**src/rtl/dot_channel_seq_18_pkg.sv**
```systemverilog
`default_nettype none
// +----------------------------------------------------------------------+
// | Module  : dot_channel_seq_18_pkg                                     |
// | Desc    : Shared widths and FSM encodings for the dot-channel seq.   |
// | Rev     : 1.0  initial release                                       |
// +----------------------------------------------------------------------+
package dot_channel_seq_18_pkg;

    // Channel result width; mirrors `data_len of the channel datapath.
    localparam int c_DATA_LEN = 16;
    localparam int c_CS_W     = 4;
    localparam int c_PH_W     = 3;

    localparam logic [2:0] c_ST_IDLE = 3'd0;
    localparam logic [2:0] c_ST_REQ  = 3'd1;
    localparam logic [2:0] c_ST_RUN  = 3'd2;
    localparam logic [2:0] c_ST_CAPT = 3'd3;
    localparam logic [2:0] c_ST_GAP  = 3'd4;
    localparam logic [2:0] c_ST_DONE = 3'd5;

endpackage
`default_nettype wire

```
**src/rtl/dot_channel_seq_18_cs_phase_counter.sv**
```systemverilog
`default_nettype none
// +----------------------------------------------------------------------+
// | Module  : dot_channel_seq_18_cs_phase_counter                        |
// | Desc    : (cs, phase) step counter; phase is the fast-moving digit.  |
// | Rev     : 1.0  initial release                                       |
// +----------------------------------------------------------------------+
module dot_channel_seq_18_cs_phase_counter
    import dot_channel_seq_18_pkg::*;
#(
    parameter int CS_NUM    = 9,
    parameter int PHASE_NUM = 8
) (
    input  logic              clk,
    input  logic              rst,
    input  logic              clear,
    input  logic              advance,
    output logic [c_CS_W-1:0] cs,
    output logic [c_PH_W-1:0] phase,
    output logic              last
);

    localparam logic [c_CS_W-1:0] c_CS_LAST = c_CS_W'(CS_NUM - 1);
    localparam logic [c_PH_W-1:0] c_PH_LAST = c_PH_W'(PHASE_NUM - 1);

    logic [c_CS_W-1:0] r_cs;
    logic [c_PH_W-1:0] r_phase;

    always_ff @(posedge clk) begin
        if (rst || clear) begin
            r_cs    <= '0;
            r_phase <= '0;
        end else if (advance) begin
            if (r_phase == c_PH_LAST) begin
                r_phase <= '0;
                r_cs    <= r_cs + 1'b1;
            end else begin
                r_phase <= r_phase + 1'b1;
            end
        end
    end

    assign cs    = r_cs;
    assign phase = r_phase;
    assign last  = (r_cs == c_CS_LAST) && (r_phase == c_PH_LAST);

endmodule
`default_nettype wire

```
**src/rtl/dot_channel_seq_18.sv**
```systemverilog
`default_nettype none
// +----------------------------------------------------------------------+
// | Module  : dot_channel_seq_18                                         |
// | Desc    : Steps one dot_channel_18 through every (cs, phase) of a    |
// |           layer, handshaking inputs and forwarding tagged results.   |
// | Rev     : 1.0  initial release                                       |
// +----------------------------------------------------------------------+
module dot_channel_seq_18
    import dot_channel_seq_18_pkg::*;
#(
    parameter int CS_NUM    = 9,
    parameter int PHASE_NUM = 8,
    parameter int TIMEOUT   = 32
) (
    input  logic                  clk,
    input  logic                  rst,
    input  logic                  start,
    input  logic                  in_valid,
    output logic                  in_req,
    output logic [c_CS_W-1:0]     cs,
    output logic [c_PH_W-1:0]     phase,
    output logic                  ws_load,
    output logic                  dc_load,
    input  logic                  dc_valid,
    input  logic [c_DATA_LEN-1:0] dc_q,
    output logic                  out_valid,
    output logic [c_DATA_LEN-1:0] out_data,
    output logic [c_CS_W-1:0]     out_cs,
    output logic [c_PH_W-1:0]     out_phase,
    output logic                  step_done,
    output logic                  busy,
    output logic                  done,
    output logic                  err
);

    localparam int               c_TO_W    = $clog2(TIMEOUT) + 1;
    localparam logic [c_TO_W-1:0] c_TO_LAST = c_TO_W'(TIMEOUT - 1);

    logic [2:0]            r_state;
    logic [2:0]            w_next;
    logic [c_TO_W-1:0]     r_to_cnt;
    logic                  r_err;
    logic [c_DATA_LEN-1:0] r_out_data;
    logic [c_CS_W-1:0]     r_out_cs;
    logic [c_PH_W-1:0]     r_out_phase;
    logic                  w_start_acc;
    logic                  w_capture;
    logic                  w_timeout;
    logic                  w_last;
    logic                  w_advance;

    assign w_start_acc = (r_state == c_ST_IDLE) && start;
    assign w_capture   = (r_state == c_ST_RUN) && dc_valid;
    assign w_timeout   = (r_state == c_ST_RUN) && !dc_valid && (r_to_cnt == c_TO_LAST);
    // The final step leaves cs/phase parked on (CS_NUM-1, PHASE_NUM-1).
    assign w_advance   = (r_state == c_ST_GAP) && !w_last;

    dot_channel_seq_18_cs_phase_counter #(
        .CS_NUM    (CS_NUM),
        .PHASE_NUM (PHASE_NUM)
    ) u_step (
        .clk     (clk),
        .rst     (rst),
        .clear   (w_start_acc),
        .advance (w_advance),
        .cs      (cs),
        .phase   (phase),
        .last    (w_last)
    );

    always_comb begin
        w_next = r_state;
        case (r_state)
            c_ST_IDLE: if (start) w_next = c_ST_REQ;
            c_ST_REQ:  if (in_valid) w_next = c_ST_RUN;
            c_ST_RUN: begin
                if (dc_valid)                    w_next = c_ST_CAPT;
                else if (r_to_cnt == c_TO_LAST)  w_next = c_ST_DONE;
            end
            c_ST_CAPT: w_next = c_ST_GAP;
            c_ST_GAP:  w_next = w_last ? c_ST_DONE : c_ST_REQ;
            c_ST_DONE: w_next = c_ST_IDLE;
            default:   w_next = c_ST_IDLE;
        endcase
    end

    always_ff @(posedge clk) begin
        if (rst) begin
            r_state     <= c_ST_IDLE;
            r_to_cnt    <= '0;
            r_err       <= 1'b0;
            r_out_data  <= '0;
            r_out_cs    <= '0;
            r_out_phase <= '0;
        end else begin
            r_state <= w_next;

            if (r_state == c_ST_REQ)
                r_to_cnt <= '0;
            else if (r_state == c_ST_RUN)
                r_to_cnt <= r_to_cnt + 1'b1;

            if (w_start_acc)
                r_err <= 1'b0;
            else if (w_timeout)
                r_err <= 1'b1;

            // Capture on the RUN cycle that sees dc_valid; presented during CAPT.
            if (w_capture) begin
                r_out_data  <= dc_q;
                r_out_cs    <= cs;
                r_out_phase <= phase;
            end
        end
    end

    assign in_req    = (r_state == c_ST_REQ);
    assign ws_load   = (r_state == c_ST_RUN) || (r_state == c_ST_CAPT);
    assign dc_load   = ws_load;
    assign out_valid = (r_state == c_ST_CAPT);
    assign step_done = (r_state == c_ST_CAPT);
    assign done      = (r_state == c_ST_DONE);
    assign busy      = (r_state != c_ST_IDLE);
    assign err       = r_err;
    assign out_data  = r_out_data;
    assign out_cs    = r_out_cs;
    assign out_phase = r_out_phase;

endmodule
`default_nettype wire

```
**config.mk**
```make
export PLATFORM = sky130hd
export DESIGN_NAME = dot_channel_seq_18
export DESIGN_NICKNAME = d
export VERILOG_FILES = /design/src/rtl/dot_channel_seq_18_pkg.sv /design/src/rtl/dot_channel_seq_18_cs_phase_counter.sv /design/src/rtl/dot_channel_seq_18.sv
export SDC_FILE = /design/constraint.sdc
export NUM_CORES = 1
export LEC_CHECK = 0
export CAP_MARGIN = 10
export CORE_AREA = 2 2 74 76
export DETAILED_ROUTE_END_ITERATION = 16
export DIE_AREA = 0 0 76 78
export SYNTH_ARGS = -nofsm -noshare
export SYNTH_HDL_FRONTEND = slang
export SYNTH_SLANG_ARGS = --single-unit
```
**constraint.sdc**
```tcl
create_clock -name clk -period 2.3 [get_ports clk]
set_clock_uncertainty 0.2 [all_clocks]
set_input_delay 0.575 -clock clk [delete_from_list [all_inputs] [get_ports clk]]
set_output_delay 0.575 -clock clk [all_outputs]
set_load 0.03 [all_outputs]
```
* Yosys cells after proc, flatten, opt, wreduce, memory -nomap -nowiden
Index checks and enable logic that the tools add are counted.
** Storage, ports and cells
- Bits of input ports :: 21
- Output and inout port bits :: 38
- Register bits after elaboration :: 40
** Operators by class
- Multiplexer cells :: 7
- Reductions and logical operators :: 16
- Eq/ne operators :: 11
- Add/sub/neg operators :: 3
** Operators by type and width (count)
- 3-bit 2-to-1 mux :: 6
- 3-bit one-hot mux with 5 select lines :: 1
- 3-bit equality test (second input constant) :: 3
- 6-bit by 1-bit adder with 6-bit output (second input constant) :: 1
- 3-bit by 2-bit equality test with 1-bit output (second input constant) :: 2
- 6-bit by 5-bit equality test with 1-bit output (second input constant) :: 1
- 1-bit logical AND :: 6
- 4-bit by 1-bit adder with 4-bit output (second input constant) :: 1
- 4-bit equality test (second input constant) :: 1
- 2-bit inequality test (second input constant) :: 2
- 2-bit OR reduction :: 2
- 3-bit by 1-bit adder with 3-bit output (second input constant) :: 1
- 3-bit by 1-bit equality test with 1-bit output (second input constant) :: 1
- 3-bit zero test :: 1
- 3-bit inequality test (second input constant) :: 1
- 3-bit AND reduction :: 1
- 3-bit nonzero test :: 1
- 1-bit zero test :: 2
- 1-bit logical OR :: 2
- 2-bit AND reduction :: 1

* Logic depth before layout (Yosys ltp)
- Word-level depth :: 5
- Gate-level depth with buffers :: 6

* By module
A second synthesis with hierarchy kept.
** Unflattened totals
- Cells, all modules :: 207
- Area total of the unflattened synthesis :: 1706.6 um2
** Modules (own cells, without submodules)
- dot_channel_seq_18 :: cells an instance 168, area each 1360.1 um2, seq. area each 660.6 um2, instances 1
- dot_channel_seq_18_cs_phase_counter :: cells an instance 39, area each 346.6 um2, seq. area each 140.1 um2, instances 1

* Worst setup path before layout
No wires, ideal clock.
- Path type :: reg2out
- From :: register r_state[1]
- To :: output step_done
- Stages on the path, launching flop included :: 5
- Buffers on the path :: 2
- Data arrival time :: 1.784 ns
- Required time :: 1.525 ns
- Path slack :: -0.259 ns
- Path through :: dfxtp_1 -> clkbuf_1 -> nor2b_1 -> and2_1 -> buf_4
** On the way
- Cells in the longest elaborated chain, start to end :: 1
** Ends and longest elaborated chain
- start, declared :: RTL line dot_channel_seq_18.sv:39 : logic [2:0] r_state;
- start signal, assigned :: RTL line dot_channel_seq_18.sv:89 : r_state <= c_ST_IDLE;
- start signal, assigned :: RTL line dot_channel_seq_18.sv:96 : r_state <= w_next;
- 3-bit by 2-bit equality test with 1-bit output
- end, declared :: RTL line dot_channel_seq_18.sv:30 : output logic step_done,
No other way between the ends.

* Final worst setup path
- From :: register u_step.r_cs[1], in the netlist u_step.cs[1]
- To :: output cs[1]
** RTL lines
- start, declared :: RTL line dot_channel_seq_18_cs_phase_counter.sv:25 : logic [c_CS_W-1:0] r_cs;
- start signal, assigned :: RTL line dot_channel_seq_18_cs_phase_counter.sv:35 : r_cs <= r_cs + 1'b1;
- end, declared :: RTL line dot_channel_seq_18.sv:20 : output logic [c_CS_W-1:0] cs,
No word-level cell between the ends.

==> flow_summary.ini <==
[run_status]
run_status = complete, no violations

[sta]
worst_pin_slew_ps = 414
period_needed_ps = 2220
finalWorstSetupSlack_ps = 76.2
fmax_mhz = 450
hold_violations = 0
post-route-period-util_pct = 96.7
max-slew-margin-rel_pct = 72.0
setup_viol = 0
slew_viol_final = 0
rsz0062_at_grt = false

[critical_path]
regToRegSetupSlack_ps = 290
worstPathMaxFanout = 6
r2r-end = u_step.cs[3]
worstSetupEndpointType = primary output
critPathKind = reg -> out
crit_chain = clkdlybuf4s50_1
slowest_stage = clkdlybuf4s50_1
worst_path_largest_cell_delay_ps = 720
critical_path_arrival_ps = 1450
startpoint = u_step.cs[1]
crit_buf_inv = 1
r2r_cells = 4
required_ps = 1520
timing.rr.start = r_state[1]
cp_top_family = buffers and inverters
startpoint_type = flip-flop

[drt]
dr.pass1.iters = 4
first_iter_violations = 59
viasPerCell = 4.72
num_vias = 1639
drt-wirelength-per-cell_um = 12.2
final_antenna_net_count = 0
routed_wirelength_um = 4220
drcViolationCount = 0

[die]
rows = 26
dieHeight_um = 78
start_util_pct = 34.9
ios = 59
die-area_um2 = 5930
die_x_um = 76
core_um2 = 5040

[clock_tree]
cts_made_buffers = 5
post-cts-setup-buffers = 0
hold_buffers = 0
cts_buffer_depth = 2
clkSinkCount = 40
cts-root-buf = clkbuf_8
insertion_delay_ps = 290
cts_tree = yes
cts.repair.resized = 5
cts_htree_levels = 2
clk_pin_slew_worst_paths_ps = 70

[synthesis]
synth_seq_area_share_pct = 45.5
synth_cell_types = 40
synthesis.instances = 213
ys_warn_count = 0
synthesis.area_um2 = 1760
syn_nets = 239
avgSynthCellArea_um2 = 8.26
synth_seq_cells = 40

[finish]
syn2layout_area_growth_pct = 47.1
fillers = 506
final_cells = 347
nNetsFinal = 302
drive_gt1_share_pct = 12.3
fin_area_um2 = 2590
n_antenna_cell = 0
final_cell_mix = 51 x nand2_1, 51 x clkdlybuf4s50_1, 38 x dfxtp_1, 32 x a21oi_1, 15 x buf_4
register_area_um2 = 806
multiInputGateArea_um2 = 861

[power]
leakage_nw = 0.938
power.density_nw_per_um2 = 611
power.total_mw = 1.58
vdd_ir_drop_max_mv = 0.285

[placed_design]
placed_cell_area_um2 = 2460
dpl.cell_count = 339
portBuffers = 58
gp_congestion = 0.791
dp_hpwl_um = 3090
post-place-ws_ps = -43.1

[min_path]
hold_path_depth = 2
hold_end = out_data[0]
hold_class = reg -> reg
worstHoldStart = out_data[0]

[grt]
grt_max_degree = 24
grt_overflow = 0
antenna_found_initial = 0
grt_pass1_wl_um = 7260
track_usage_pct = 15.0
grt_pass1_vias = 1564

[run]
cap_violations = 0
[area by class of cell]
type / count / area share (%)
sequential: 40 / 31.1
clock buffer: 6 / 3.19
tap: 70 / 3.38
timing repair buffer: 71 / 26.2
inverter: 9 / 1.31
multi-input combinational: 149 / 33.3
clock inverter: 2 / 1.50
[routing by layer]
layer	vias up	share of wire (%)	GRT usage, %
li1	863	-	-
met1	733	48	19.6
met2	39	45	24.4
met3	4	5.1	4.19
met4	0	1.1	4.36
met5	-	0	0
[how the worst max path moves through the flow]
stage | slack [ps] | end | depth (start not counted)
2_1_floorplan | 60 | step_done | 4
3_3_place_gp | -10 | err | 4
3_5_place_dp | -40 | u_step.phase[2] | 4
4_1_cts | 3 | in_req | 4
5_1_grt | 20 | cs[1] | 1
6_report | 80 | cs[1] | 1
[stage by stage]
stage	util (%)	hold WS (ps)	TNS [ps]
floorplan	-	260	0
global placement	48.9	242	-70.2
detailed placement	48.9	246	-191
CTS	51.2	257	0
global route	51.3	282	0
finish	51.3	255	0
[power by group]
part | internal, mW | switching, mW
Combinational | 0.121 | 0.141
Clock | 0.355 | 0.238
Sequential | 0.710 | 0.0153
Total | 1.19 | 0.395
[cells in the mapped netlist (all sizes together)]
cell type       n  area share, %
nand2          51             11
dfxtp          40             46
a21oi          33            9.6
inv             9            1.9
clkbuf          8            1.7
nand3           7            2.0
buf             6            1.9
o21ai           6            1.7
or3             6            2.1
ha              5            3.6
o31ai           5            2.1
mux2i           3            1.7
nand2b          3            1.1
nand4           3            1.1
nor2            3           0.64
or3b            3            1.5
or4             3            1.7
nand3b          2           0.85
a211oi          1           0.43
a22oi           1           0.43
and2            1           0.36
and4b           1           0.57
and4bb          1           0.71
clkdlybuf4s18   1           0.57
mux2            1           0.64
nand4b          1           0.50
nand4bb         1           0.64
nor2b           1           0.36
nor3            1           0.28
nor3b           1           0.43
nor4b           1           0.50
o21a            1           0.43
o311ai          1           0.50
or4b            1           0.57
xor2            1           0.50
[flip-flops by register name, indices dropped and copies added (netlist names)]
signal and cells:
err 1, out_cs 4, out_data 16, out_phase 3
r_state 3, r_to_cnt 6, u_step.cs 4, u_step.phase 3
[cells by family (layout without fill, tap and decap cells)]
family,Yosys count,count (layout),synth area share (%)
xor gates and xnor gates,1,1,0.498
DFF,40,40,45.5
adders and majority gates,5,5,3.56
buffers and inverters,24,88,6.12
muxes,4,4,2.35
and+or+nand+nor,91,91,26.7
AOI/OAI and AO/OA,48,48,15.2
(Power assumes the default switching activity.)
